$ cat src/rtl/seg7_mux_driver.sv
// Multiplexed common-anode 7-segment driver with frame-synchronous double buffer.
// Optional: define SEG7_LEADING_ZERO_BLANK_EN to suppress leading zero digits.
module seg7_mux_driver #(
  parameter int NUM_DIGITS   = 4,
  parameter int REFRESH_DIV  = 100000,
  parameter int BLANK_CYCLES = 2
) (
  input  logic                    CLK,
  input  logic                    RESET,
  input  logic [4*NUM_DIGITS-1:0] BIN_IN,
  input  logic [NUM_DIGITS-1:0]   DOT_IN,
  input  logic [NUM_DIGITS-1:0]   DIGIT_EN,
  input  logic                    LOAD,
  output logic [NUM_DIGITS-1:0]   SEG_SELECT_OUT,
  output logic [7:0]              HEX_OUT,
  output logic                    FRAME_TICK
);

  localparam int CW = $clog2(REFRESH_DIV);
  localparam int IW = (NUM_DIGITS > 1) ? $clog2(NUM_DIGITS) : 1;
  localparam logic [CW-1:0] CNT_TC  = CW'(REFRESH_DIV - 1);
  localparam logic [CW-1:0] BLANK_C = CW'(BLANK_CYCLES);
  localparam logic [IW-1:0] IDX_LAST = IW'(NUM_DIGITS - 1);

  logic [CW-1:0]             cnt;
  logic [IW-1:0]             idx;
  logic [4*NUM_DIGITS-1:0]   pend_bin, act_bin;
  logic [NUM_DIGITS-1:0]     pend_dot, act_dot;
  logic [NUM_DIGITS-1:0]     pend_en, act_en;

  logic                      slot_end, frame_bnd;
  logic [3:0]                cur_nib;
  logic                      cur_dot, cur_en, cur_sup;
  logic [NUM_DIGITS-1:0]     cur_sel;
  logic [NUM_DIGITS-1:0]     lz_run;
  logic [6:0]                seg;
  logic [NUM_DIGITS-1:0]     sel_d;
  logic [7:0]                hex_d;

  assign slot_end  = (cnt == CNT_TC);
  assign frame_bnd = slot_end && (idx == IDX_LAST);

  // lz_run[k]: digits k..top are all zero with no dot
  always_comb begin
    lz_run = '0;
`ifdef SEG7_LEADING_ZERO_BLANK_EN
    lz_run[NUM_DIGITS-1] =
      (act_bin[4*NUM_DIGITS-1 -: 4] == 4'h0) && !act_dot[NUM_DIGITS-1];
    for (int k = NUM_DIGITS - 2; k >= 0; k--) begin
      lz_run[k] = (act_bin[4*k +: 4] == 4'h0) && !act_dot[k]
                  && lz_run[k+1];
    end
`endif
  end

  always_comb begin
    cur_nib = 4'h0;
    cur_dot = 1'b0;
    cur_en  = 1'b0;
    cur_sup = 1'b0;
    cur_sel = '1;
    for (int k = 0; k < NUM_DIGITS; k++) begin
      if (idx == IW'(k)) begin
        cur_nib    = act_bin[4*k +: 4];
        cur_dot    = act_dot[k];
        cur_en     = act_en[k];
        cur_sup    = (k != 0) && lz_run[k];
        cur_sel[k] = 1'b0;
      end
    end
  end

  always_comb begin
    seg = 7'h7F;
    unique case (cur_nib)
      4'h0: seg = 7'h40;
      4'h1: seg = 7'h79;
      4'h2: seg = 7'h24;
      4'h3: seg = 7'h30;
      4'h4: seg = 7'h19;
      4'h5: seg = 7'h12;
      4'h6: seg = 7'h02;
      4'h7: seg = 7'h78;
      4'h8: seg = 7'h00;
      4'h9: seg = 7'h10;
      4'hA: seg = 7'h08;
      4'hB: seg = 7'h03;
      4'hC: seg = 7'h46;
      4'hD: seg = 7'h21;
      4'hE: seg = 7'h06;
      4'hF: seg = 7'h0E;
    endcase
  end

  always_comb begin
    sel_d = '1;
    hex_d = 8'hFF;
    if ((cnt >= BLANK_C) && cur_en && !cur_sup) begin
      sel_d = cur_sel;
      hex_d = {~cur_dot, seg};
    end
  end

  always_ff @(posedge CLK) begin
    if (RESET) begin
      cnt            <= '0;
      idx            <= '0;
      pend_bin       <= '0;
      pend_dot       <= '0;
      pend_en        <= '0;
      act_bin        <= '0;
      act_dot        <= '0;
      act_en         <= '0;
      SEG_SELECT_OUT <= '1;
      HEX_OUT        <= 8'hFF;
      FRAME_TICK     <= 1'b0;
    end else begin
      if (slot_end) begin
        cnt <= '0;
        idx <= (idx == IDX_LAST) ? '0 : idx + 1'b1;
      end else begin
        cnt <= cnt + 1'b1;
      end
      if (LOAD) begin
        pend_bin <= BIN_IN;
        pend_dot <= DOT_IN;
        pend_en  <= DIGIT_EN;
      end
      // A load landing on the boundary bypasses straight to the display
      if (frame_bnd) begin
        act_bin <= LOAD ? BIN_IN   : pend_bin;
        act_dot <= LOAD ? DOT_IN   : pend_dot;
        act_en  <= LOAD ? DIGIT_EN : pend_en;
      end
      SEG_SELECT_OUT <= sel_d;
      HEX_OUT        <= hex_d;
      FRAME_TICK     <= frame_bnd;
    end
  end

endmodule

$ cat config.mk
export PLATFORM = sky130hd
export DESIGN_NAME = seg7_mux_driver
export DESIGN_NICKNAME = d
export VERILOG_FILES = /design/src/rtl/seg7_mux_driver.sv
export SDC_FILE = /design/constraint.sdc
export NUM_CORES = 1
export LEC_CHECK = 0
export CORE_MARGIN = 10
export CORE_UTILIZATION = 50
export DETAILED_ROUTE_END_ITERATION = 10
export PLACE_DENSITY = 0.73
export SLEW_MARGIN = 15
export SYNTH_ARGS = -nofsm -noshare
export SYNTH_HDL_FRONTEND = slang
export SYNTH_SLANG_ARGS = --single-unit
$ cat constraint.sdc
create_clock -name CLK -period 2.8 [get_ports CLK]
set_input_delay 0.56 -clock CLK [delete_from_list [all_inputs] [get_ports CLK]]
set_output_delay 0.56 -clock CLK [all_outputs]
set_load 0.05 [all_outputs]
---- Word-level counts from Yosys, hierarchy flattened ----
Memory sizes are Yosys's and may differ from the RTL's. A register that Yosys moved wholly into a read port is not among the register bits.
Cells that the tools add are included.
Widths: inputs -> output; s select.
storage, ports and cells
  flip-flop bits (word level) ............. 80
  memory bits (read-only) ................. 112
  bits of input ports ..................... 27
  output and inout bits ................... 13
  logic and storage cells ................. 46
  memories ................................ 1
memory list
  name             depth  width  read ports  clocked after memory_dff  wr ports  RTL line  source
  (no name shown)  16     7      1           1                         0         75        unique case (cur_nib)
cells by class
  $add $sub $neg .......................... 2
  $lt $le $gt $ge ......................... 1
  eq/ne operators ......................... 4
  muxes and demuxes ....................... 20
  bitwise operators ....................... 2
  reduce and logical (&&, ||, !) cells .... 5
operators with widths
  kind                   count
  $mux 4                 6
  $add 17x1->17 const B  1
  $eq 17x17->1 const B   1
  $ge 17x2->1 const B    1
  $mux 16                1
  $mux 1                 12
  $eq 2x2->1 const B     2
  $reduce_or 2->1        2
  $add 2x1->2 const B    1
  $eq 2x1->1 const B     1
  $logic_and 1x1->1      2
  $logic_not 2->1        1
  $mux 2                 1
  $not 1->1              2

---- Depth between registers and ports, before layout ----
  word-level depth ........................ 8
  depth in mapped cells ................... 10
  mapped depth without buffers ............ 9

---- Worst setup path before layout ----
Ideal clock, no wire load.
  path type ............................... register to register
  start ................................... reg idx[1]
  end ..................................... reg HEX_OUT[3]
  setup time .............................. 0.129 ns
  data arrival time ....................... 2.151 ns
  data required time ...................... 2.671 ns
  setup slack ............................. 0.520 ns
  cell stages (with the launch flop) ...... 11
  buffers on the path ..................... 1
  clock period less this slack ............ 2.280 ns
  cell sequence ........................... dfxtp_1 > inv_1 > ha_1 > buf_2 > nand3b_1 > a221oi_1 > inv_1 > ha_1 > nand2_1 > o211ai_1 > o211ai_1
between the ends
  word-level cells in the longest chain between the ends .. 8
  elaborated cells on any way between the ends .. 15
  those cells by class .................... eq/ne (3); mux (8); bitwise (1); reduce/logical (3)
RTL lines
  item                       RTL line  source
  from (decl)                26        logic [IW-1:0] idx;
  from (signal assigned)     120       idx <= (idx == IDX_LAST) ? '0 : idx + 1'b1;
  $logic_not 2->1            63        if (idx == IW'(k)) begin
  $mux 1 (4 in series)       63
  $logic_and 1x1->1          98        if ((cnt >= BLANK_C) && cur_en && !cur_sup) begin
  $not 1->1 (no line)        --
  $reduce_or 2->1 (no line)  --
  to (decl)                  15        output logic [7:0] HEX_OUT,
Parallel ways exist; a longest one is shown, timed or not.
A chain may end at the register's enable or synchronous reset.

---- Worst setup path after layout ----
  start ................................... reg idx[1]
  end ..................................... reg HEX_OUT[0]
The elaborated chain is that of the path after synthesis.

==> summary.md <==
| Metric | Value |
|---|---|
| Status | completed |
| Filler instances | 547 |
| Wire per inst | 14.0 µm |
| Gr usage total | 0.134 |
| Sequential-to-total area share from yosys stat | 0.484 |
| Initial antenna violation count | 0 |
| Worst Path Required | 3.02 ns |
| Die area | 0.0103 mm² |
| Kind of critical path | reg -> reg |
| Syn_area_per_cell | 9.27 µm² |
| Most used DFF post-synth | dfxtp_1 |
| Routed Antenna Nets | 0 |
| Maximum fanout along the worst path | 13 |
| Max stage delay on crit path | 0.50 ns |
| Vias in the first global route | 2440 |
| Synth cell types | 47 |
| Final Hold Viols | 0 |
| Period utilisation layout | 0.896 |
| Min cycle time layout | 2.51 ns |
| Worst hold path type | reg -> reg |
| Drt total wl | 6.64 mm |
| Global-route wire length before repair | 11.1 mm |
| Clock transition at path regs | 0.07 ns |
| Peak VDD IR | 0.000393 V |
| Area of the core | 0.00639 mm² |
| Final Core Density | 0.612 |
| Post-CTS Setup Repair Bufs | 0 |
| DP Wirelength | 4.77 mm |
| Pwr dens | 548 mW/mm² |
| Gp weighted congestion | 0.821 |
| Vias | 2474 |
| Row count | 29 |
| Layout area overhead | 18.2% |
| Synth cell count leaders | dfxtp_1 (80), nand2_1 (52), nor2_1 (50) |
| Fin nets | 430 |
| Top Ports | 40 |
| Synthesized area | 0.00331 mm² |
| Die Y | 101 µm |
| PostCTS Resize Cnt | 0 |
| Leading area contributor after synthesis | dfxtp_1 |
| Mapped Cells | 357 |
| Final setup viols | 0 |
| Post-synth EDFFs | 0 |
| RSZ-0062 raised after global routing | no |
| Area contributors post-synth | dfxtp_1 (48%), mux2i_1 (8.2%), nand2_1 (5.9%) |
| Buf+Inv Stages, Crit Path | 2 |
| Worst Tran Pin Value | 0.617 ns |
| Leakage dissipation | 1.52 nW |
| Initial DRC count | 110 |
| Port Buf Inserts | 39 |
| Later-pin clock latency in the skew report | 0.35 ns |
| Top cell type's share of synthesized area | 0.484 |
| Max Clock Skew | 0.00259 ns |
| Largest net degree at the start of global routing | 28 |
| Family with the most delay on the worst path | compound AO/OA/AOI/OAI gates |
| Worst slew margin | 0.585 |
| DRC Markers | 0 |
| Total gr overflow | 0 |
| Critical path depth | 8 |
| Synthesized Nets | 396 |
| CTS Hold Bufs | 0 |
| Synth Warn # | 0 |
| Reg area | 0.00160 mm² |
| Antenna Cells | 0 |
| Top-count cell post-synth | dfxtp_1 |
| CP Capture Type | flip-flop |
| First-pass DRT Iterations | 4 |
| CTS Root Cell | clkbuf_8 |
| Seq cells post-synth | 80 |
| Clock buffer depth | 2 |
| CTS Sinks | 80 |
| Worst Path Arrival | 2.73 ns |
| Max-Cap Viols | 0 |
| TritonCTS Buffers | 9 |
| Crit-path slowest cell | o221ai_1 |
| Cells on worst reg2reg path | 8 |
| TNS Setup | 0 ns |
| Worst Setup Start Kind | flip-flop |
| Die X | 101 µm |
| Share of cells above drive strength 1 | 0.0606 |
| Final Max Tran Viols | 0 |
| CTS tree | done |
| CP cell instances | inv_1 -> ha_1 -> a211o_1 -> o221ai_1 -> inv_1 -> ha_1 -> nor3_1 -> o31ai_1 |
| Multi-input logic area | 0.00157 mm² |
| FMAX | 399 MHz |
| Starting Density | 0.518 |
| Vias per cell | 5.23 |
| Cells on Worst Hold Path | 2 |
| Post-synthesis async set-or-reset flop share | 0 |
| Htree depth | 3 |
worst paths after layout:
path | slack, ns | endpoint | start
setup / recovery | 0.29 | HEX_OUT[0] | idx[1]
hold / removal | 0.46 | act_bin[11] | act_bin[11]
setup reg to reg | 0.29 | HEX_OUT[0] | idx[1]
hold reg to reg | 0.46 | act_bin[11] | act_bin[11]
where the power goes:
| part | switching (mW) | internal (mW) | total [mW] | leakage [nW] |
|---|---|---|---|---|
| registers | 0.0103 | 1.16 | 1.17 | 0.650 |
| clock network | 0.394 | 0.462 | 0.856 | 0.0969 |
| logic | 0.0543 | 0.0629 | 0.117 | 0.775 |
| total | 0.458 | 1.69 | 2.14 | 1.52 |
worst min-delay path, delay by kind of cell (launching register included):
family | cells | cell delay (ns)
compound gates | 1 | 0.05
flops | 1 | 0.32
simple gates | 1 | 0.05
cells by family after synthesis:
| family | count (synthesis) | synth area share |
|---|---|---|
| and+or+nand+nor | 147 | 0.206 |
| xor gates and xnor gates | 16 | 0.0424 |
| buffers and inverters | 28 | 0.0427 |
| muxes | 27 | 0.0817 |
| adders and majority gates | 12 | 0.0454 |
| DFF | 80 | 0.484 |
| AOI/OAI and AO/OA | 47 | 0.0980 |
flip-flops by register name (all words and copies together), names as in the netlist, 4 cells and up:
register        flops
pend_bin           16
pend_en             4
HEX_OUT             8
act_en              4
act_dot             4
cnt                17
act_bin            16
pend_dot            4
SEG_SELECT_OUT      4
metal layers:
metal | up-vias | part of all wire | GRT usage
li1 | 1280 | - | -
met1 | 1148 | 0.47 | 0.157
met2 | 34 | 0.46 | 0.211
met3 | 12 | 0.052 | 0.0524
met4 | 0 | 0.016 | 0.0579
met5 | - | 0 | 0
stage by stage:
stage               hold slack [ns]  cells  worst slack, ns  area [µm²]  total power [mW]
floorplan                     0.417    357            0.520        3310              1.27
global placement              0.440    457            0.457        3710              1.31
detailed placement            0.449    457            0.345        3710              1.32
CTS                           0.460    473            0.305        3910              2.16
global route                  0.481    473           0.0225        3910              2.22
finish                        0.456    473            0.291        3910              2.14
layout by cell type, fill, tap and decap left out, drive strengths merged, types with 2 or more instances in the layout:
master         Yosys  routed
a311o              2       2
and2               2       2
and3               2       2
buf               14       3
clkbuf             5      14
clkdlybuf4s50      0      39
dfxtp             80      80
ha                12      12
inv                9       9
mux2i             27      27
nand2             53      53
nand3             12      12
nand3b             3       3
nand4              2       2
nor2              50      50
nor2b              3       3
nor3               7       7
nor3b              4       4
nor4               4       4
o211ai             7       7
o21ai             26      26
xnor2              7       7
xor2               9       9
cell type report:
cell class / instances / share of cell area
clock inverters: 2 / 0.00960
inverters: 9 / 0.00864
repair buffers: 42 / 0.106
clock buffers: 14 / 0.0416
flip-flops and latches: 80 / 0.410
well taps: 77 / 0.0246
multi-input cells: 249 / 0.400
Power figures use the tool's default switching activity.
